<file path="config.mk">
export PLATFORM = sky130hd
export DESIGN_NAME = invsqrt_nr_refine
export DESIGN_NICKNAME = d
export VERILOG_FILES = /design/src/rtl/invsqrt_nr_refine_pkg.sv /design/src/rtl/invsqrt_qmul.sv /design/src/rtl/invsqrt_nr_refine.sv
export SDC_FILE = /design/constraint.sdc
export NUM_CORES = 2
export LEC_CHECK = 0
export ABC_AREA = 0
export BUFFER_PORTS_ARGS = -buffer_cell sky130_fd_sc_hd__buf_2
export CAP_MARGIN = 20
export CORE_MARGIN = 2
export CORE_UTILIZATION = 29
export CTS_CLUSTER_SIZE = 16
export DETAILED_ROUTE_END_ITERATION = 8
export PLACE_DENSITY = 0.45
export SETUP_SLACK_MARGIN = 0.02
export SLEW_MARGIN = 0
export SYNTH_ARGS = -nofsm -noshare
export SYNTH_HDL_FRONTEND = slang
export SYNTH_SLANG_ARGS = --single-unit
</file>
<file path="constraint.sdc">
create_clock -name clk_p -period 11.85 [get_ports clk_p]
set_clock_uncertainty 0.2 [all_clocks]
set_input_delay 1.7775 -clock clk_p [delete_from_list [all_inputs] [get_ports clk_p]]
set_output_delay 1.7775 -clock clk_p [all_outputs]
set_load 0.02 [all_outputs]
</file>
<file path="src/rtl/invsqrt_nr_refine_pkg.sv">
// Shared constants, widths and FSM states for the Newton-Raphson
// inverse square root refinement stage.
package invsqrt_pkg;

    localparam int X_W    = 23;
    localparam int Y_W    = 27;
    localparam int FRAC_W = 23;
    localparam int PROD_W = 2 * Y_W;

    // 1.5 in Q4.23
    localparam logic [Y_W-1:0] C_1P5 = 27'h0C00000;
    // Largest representable Q4.23 value, used as the saturation value
    localparam logic [Y_W-1:0] Y_MAX = 27'h7FFFFFF;

    typedef enum logic [2:0] {
        IDLE = 3'd0,
        SQ   = 3'd1,
        MXY  = 3'd2,
        SUB  = 3'd3,
        MUL  = 3'd4,
        DONE = 3'd5
    } state_e;

endpackage

</file>
<file path="src/rtl/invsqrt_qmul.sv">
// Combinational Q4.23 x Q4.23 unsigned multiplier: floor to Q4.23 and
// saturate to Y_MAX whenever the integer part no longer fits in 4 bits.
module invsqrt_qmul
    import invsqrt_pkg::*;
(
    input  logic [Y_W-1:0] a,
    input  logic [Y_W-1:0] b,
    output logic [Y_W-1:0] p,
    output logic           sat
);

    logic [PROD_W-1:0] full;
    logic [PROD_W-1:0] shifted;

    // Full-width product, drop the extra fraction bits, then saturate on overflow
    always_comb begin
        full    = PROD_W'(a) * PROD_W'(b);
        shifted = full >> FRAC_W;
        sat     = |shifted[PROD_W-1:Y_W];
        p       = sat ? Y_MAX : shifted[Y_W-1:0];
    end

endmodule

</file>
<file path="src/rtl/invsqrt_nr_refine.sv">
// Newton-Raphson refinement of a coarse 1/sqrt(x) estimate:
//   y <= y * (1.5 - 0.5 * x * y * y), repeated ITERS times in Q4.23.
// One shared multiplier is time-multiplexed across SQ, MXY and MUL.
// Optional build macro INVSQRT_NR_SAT_FLAG_EN adds a registered sat_flag
// output reporting saturation, clamping or the x==0 shortcut.
module invsqrt_nr_refine
    import invsqrt_pkg::*;
#(
    parameter int ITERS = 2
) (
    input  logic           clk_p,
    input  logic           reset_n,
    input  logic [X_W-1:0] x_in,
    input  logic [Y_W-1:0] y_in,
    input  logic           valid_in,
    output logic           in_ready,
    output logic [Y_W-1:0] y_out,
    output logic           out_valid
`ifdef INVSQRT_NR_SAT_FLAG_EN
    ,
    output logic           sat_flag
`endif
);

    localparam logic [1:0] LAST_ITER = 2'(ITERS - 1);

    state_e         state_q, state_d;
    logic [Y_W-1:0] x_q, x_d;
    logic [Y_W-1:0] y_q, y_d;
    logic [Y_W-1:0] p_q, p_d;
    logic [1:0]     iter_q, iter_d;
    logic [Y_W-1:0] y_out_q, y_out_d;
    logic           out_valid_q, out_valid_d;

    logic [Y_W-1:0] mul_a, mul_b, mul_p;
    logic           mul_sat;
    logic signed [Y_W:0] s_wide;
    logic           sub_clamp;
    logic           last_iter;

    invsqrt_qmul u_qmul (
        .a   (mul_a),
        .b   (mul_b),
        .p   (mul_p),
        .sat (mul_sat)
    );

    assign last_iter = (iter_q == LAST_ITER);
    assign in_ready  = (state_q == IDLE);
    assign y_out     = y_out_q;
    assign out_valid = out_valid_q;

    // Operand steering for the shared multiplier and the subtract/clamp step
    always_comb begin
        mul_a     = (state_q == MXY) ? x_q : y_q;
        mul_b     = (state_q == SQ) ? y_q : p_q;
        s_wide    = $signed({1'b0, C_1P5}) - $signed({2'b00, p_q[Y_W-1:1]});
        sub_clamp = s_wide[Y_W];
    end

    // Next-state and datapath update for the iteration sequencer
    always_comb begin
        state_d     = state_q;
        x_d         = x_q;
        y_d         = y_q;
        p_d         = p_q;
        iter_d      = iter_q;
        y_out_d     = y_out_q;
        out_valid_d = 1'b0;
        case (state_q)
            IDLE: begin
                if (valid_in) begin
                    x_d    = {{(Y_W - X_W){1'b0}}, x_in};
                    y_d    = y_in;
                    p_d    = '0;
                    iter_d = 2'd0;
                    if (x_in == '0) begin
                        state_d     = DONE;
                        y_out_d     = Y_MAX;
                        out_valid_d = 1'b1;
                    end else begin
                        state_d = SQ;
                    end
                end
            end
            SQ: begin
                p_d     = mul_p;
                state_d = MXY;
            end
            MXY: begin
                p_d     = mul_p;
                state_d = SUB;
            end
            SUB: begin
                p_d     = sub_clamp ? '0 : s_wide[Y_W-1:0];
                state_d = MUL;
            end
            MUL: begin
                y_d = mul_p;
                if (last_iter) begin
                    state_d     = DONE;
                    y_out_d     = mul_p;
                    out_valid_d = 1'b1;
                end else begin
                    iter_d  = iter_q + 2'd1;
                    state_d = SQ;
                end
            end
            DONE: begin
                state_d = IDLE;
            end
            default: begin
                state_d = IDLE;
            end
        endcase
    end

    // State and working registers, cleared by the asynchronous reset
    always_ff @(posedge clk_p or negedge reset_n) begin
        if (!reset_n) begin
            state_q     <= IDLE;
            x_q         <= '0;
            y_q         <= '0;
            p_q         <= '0;
            iter_q      <= 2'd0;
            y_out_q     <= '0;
            out_valid_q <= 1'b0;
        end else begin
            state_q     <= state_d;
            x_q         <= x_d;
            y_q         <= y_d;
            p_q         <= p_d;
            iter_q      <= iter_d;
            y_out_q     <= y_out_d;
            out_valid_q <= out_valid_d;
        end
    end

`ifdef INVSQRT_NR_SAT_FLAG_EN
    logic acc_q, acc_d;
    logic sat_flag_q, sat_flag_d;

    // Accumulate saturation/clamp events and publish them on entry to DONE
    always_comb begin
        acc_d      = acc_q;
        sat_flag_d = sat_flag_q;
        case (state_q)
            IDLE: begin
                if (valid_in) begin
                    acc_d = (x_in == '0);
                    if (x_in == '0) begin
                        sat_flag_d = 1'b1;
                    end
                end
            end
            SQ, MXY: acc_d = acc_q | mul_sat;
            SUB:     acc_d = acc_q | sub_clamp;
            MUL: begin
                acc_d = acc_q | mul_sat;
                if (last_iter) begin
                    sat_flag_d = acc_q | mul_sat;
                end
            end
            default: acc_d = acc_q;
        endcase
    end

    // Flag registers share the datapath reset
    always_ff @(posedge clk_p or negedge reset_n) begin
        if (!reset_n) begin
            acc_q      <= 1'b0;
            sat_flag_q <= 1'b0;
        end else begin
            acc_q      <= acc_d;
            sat_flag_q <= sat_flag_d;
        end
    end

    assign sat_flag = sat_flag_q;
`else
    logic sat_unused;
    assign sat_unused = mul_sat | sub_clamp;
`endif

endmodule

</file>
==> out/metrics.csv <==
stage;metric;value;unit
placement;# port buffers;81;
flow_run;Max Cap Viol;0;
logic_synthesis;FF+latch count, synth;110;
clocking;Max clock buf depth;2;
floorplanning;die width;321;um
clocking;H-tree levels;3;
clocking;cts hold-fix bufs;0;
clocking;CTS buffer count;9;
grt;Congestion Overflow GR;0;
clocking;Clock transition at path regs;90;ps
worst_setup_path;critical path endpoint category;flop;
sta;Max Fclk;0.0924;GHz
floorplanning;row count;116;
layout;fin nets;4257;
layout;FILL cells;10634;
logic_synthesis;Synth cell types;68;
grt;first-pass GRT wire length;164;mm
worst_hold_path;Hold Path Class;flop to flop;
detailed_routing;Residual DRC;0;
logic_synthesis;XOR/XNOR Fraction of Synth Area;0.0135;
layout;share of layout cells above drive strength 1;0.0919;
placement;Placer Congestion;0.899;
worst_setup_path;Critical Path RT;11890;ps
detailed_routing;first-pass iteration count of the detailed router;6;
floorplanning;top-level port count;82;
detailed_routing;DRT iter0 DRCs;1822;
logic_synthesis;post-synthesis adder-cell area fraction;0.509;
worst_setup_path;Setup CP Type;flop to flop;
worst_setup_path;Setup crit start kind;flop;
detailed_routing;DR vias/cell;4.92;
logic_synthesis;Syn Nets;4243;
logic_synthesis;Post-synth ARST share;1.00;
sta;Tmin final;10820;ps
placement;detailed placement HPWL;88.6;mm
sta;period utilisation layout;0.913;
logic_synthesis;simple-gate share of the synthesized area;0.158;
logic_synthesis;Synth area leaders;fa_1 43%, inv_1 9.5%, dfrtp_1 9.4%;
layout;area grow syn2layout;8.69;%
clocking;# Post-CTS Setup Buffers;0;
logic_synthesis;top_reg_cell synth;dfrtp_1;
clocking;Root Buffer;clkbuf_16;
grt;vias in the first global route;24669;
grt;initial antenna violation count;1;
grt;Tot GR Track Use;0.216;
floorplanning;Die Area;103000;um2
logic_synthesis;compound-cell area share of the yosys netlist;0.0622;
logic_synthesis;largest family of logic cells by synthesized area;adder cells;
floorplanning;Initial Util;0.292;
detailed_routing;WL final;108;mm
clocking;CTS sink cnt;110;
floorplanning;Core ar.;99900;um2
logic_synthesis;leading area contributor after synthesis;fa_1;
sta;setup total negative slack;0;ps
detailed_routing;post-route ant nets;0;
layout;most frequent cells in the layout;740 x inv_1, 630 x nand2_1, 623 x fa_1;
outcome;status;finished clean;
logic_synthesis;synthesized instance count;3377;
worst_setup_path;R2R setup slack;1030;ps
logic_synthesis;Synth top area share;0.428;
floorplanning;Die Y;321;um
logic_synthesis;Seq/Total Area, Yosys;0.0944;
logic_synthesis;Post-Syn Area;29100;um2
logic_synthesis;Post-synth EDFFs;0;
logic_synthesis;post-synthesis mux area share;0.0443;
logic_synthesis;Ys Warns;0;
detailed_routing;routed len/inst;23.0;um
worst_hold_path;Hold Path Cell Cnt;1;
clocking;later-pin clock latency in the skew report;390;ps
worst_setup_path;critical path data arrival time;10850;ps
sta;Slew HR;0.234;
worst_setup_path;FF-to-FF path depth;27;
sta;RSZ-0062 raised after global routing;no;
sta;Slew Limit Fails;0;
clocking;CTS resizes;0;
sta;Final setup viols;0;
clocking;CTS tree;yes;
layout;commonest non-fill, non-tap cell in the layout;inv_1;
detailed_routing;via count;23105;
sta;Slew @ Worst Pin;1140;ps
logic_synthesis;syn_area_per_cell;8.63;um2
grt;largest net degree at the start of global routing;74;
worst_setup_path;worst-path fanout max;21;
sta;final hold violation count;0;
[area by class of cell]
class                      instances  area, um2  share of cell area
tap                             1298       1620              0.0513
inverter                         740       2780              0.0877
multi-input combinational       2362      23000               0.727
timing repair buffer             168       1150              0.0363
sequential                       110       2750              0.0869
antenna                            1       2.50           0.0000790
clock buffer                       9        225             0.00711
clock inverter                     7        100             0.00316
[path summary, 6_finish.rpt]
check | start | to
worst max register to register | state_q[0] | p_q[22]
max in group asynchronous | reset_n | y_q[10]
worst max-delay path | state_q[0] | p_q[22]
min in group asynchronous | reset_n | x_q[18]
worst min-delay path | y_out[6] | y_out[6]
worst min register to register | y_out[6] | y_out[6]
[routing by layer]
metal,up-vias,share of wire,track usage
li1,10192,-,-
met2,751,0.47,0.354
met5,-,0,0
met3,122,0.059,0.0278
met1,12040,0.44,0.296
met4,0,0.035,0.0664
[synth_stat cells, drive strengths merged, types with 16 or more instances]
| cell | n |
|---|---|
| mux2i | 41 |
| xnor2 | 25 |
| nand4 | 19 |
| buf | 17 |
| o21ai | 85 |
| o221ai | 20 |
| xor2 | 19 |
| nor2 | 316 |
| a21oi | 79 |
| dfrtp | 110 |
| nor3 | 51 |
| and3 | 16 |
| mux2 | 77 |
| inv | 740 |
| fa | 623 |
| ha | 190 |
| clkbuf | 148 |
| nand2 | 631 |
[cell families after synthesis]
| group | Yosys count |
|---|---|
| and+or+nand+nor | 1101 |
| adders and majority gates | 813 |
| xor gates and xnor gates | 44 |
| DFF | 110 |
| muxes | 118 |
| buffers and inverters | 905 |
| AOI/OAI and AO/OA | 286 |
[sequential cells by signal, indices dropped and copies added (netlist names)]
register / cells
y_q: 27
state_q: 3
y_out: 27
x_q: 23
iter_q: 2
p_q: 27
out_valid: 1
[worst max-delay path, stage by stage (launching register included)]
cell	delay, ps
dfrtp_1	570
nor3b_4	680
buf_12	280
mux2i_4	800
buf_4	320
nor2_1	80
fa_1	470
fa_1	520
inv_1	50
fa_1	470
fa_1	530
inv_1	60
fa_1	490
fa_1	500
inv_1	50
fa_1	530
inv_1	60
ha_1	360
nand2_1	170
nor3_1	520
nand4_1	150
a31oi_1	520
nor2_1	160
o21ai_0	330
xor2_1	140
or3_1	750
nor3_1	690
o221ai_1	200
[stage by stage]
step	setup slack (ps)	util	area, um2	hold slack, ps	cells
6_report	1030	0.317	31700	300	4695
3_5_place_dp	1180	0.313	31300	272	4676
3_3_place_gp	1240	0.313	31300	275	4676
2_1_floorplan	3160	-	29100	249	3377
5_1_grt	507	0.317	31700	313	4694
4_1_cts	1130	0.317	31600	297	4692
Power is not shown: default switching activity piles up to over one toggle a cycle in this logic, so the estimate is an artifact.
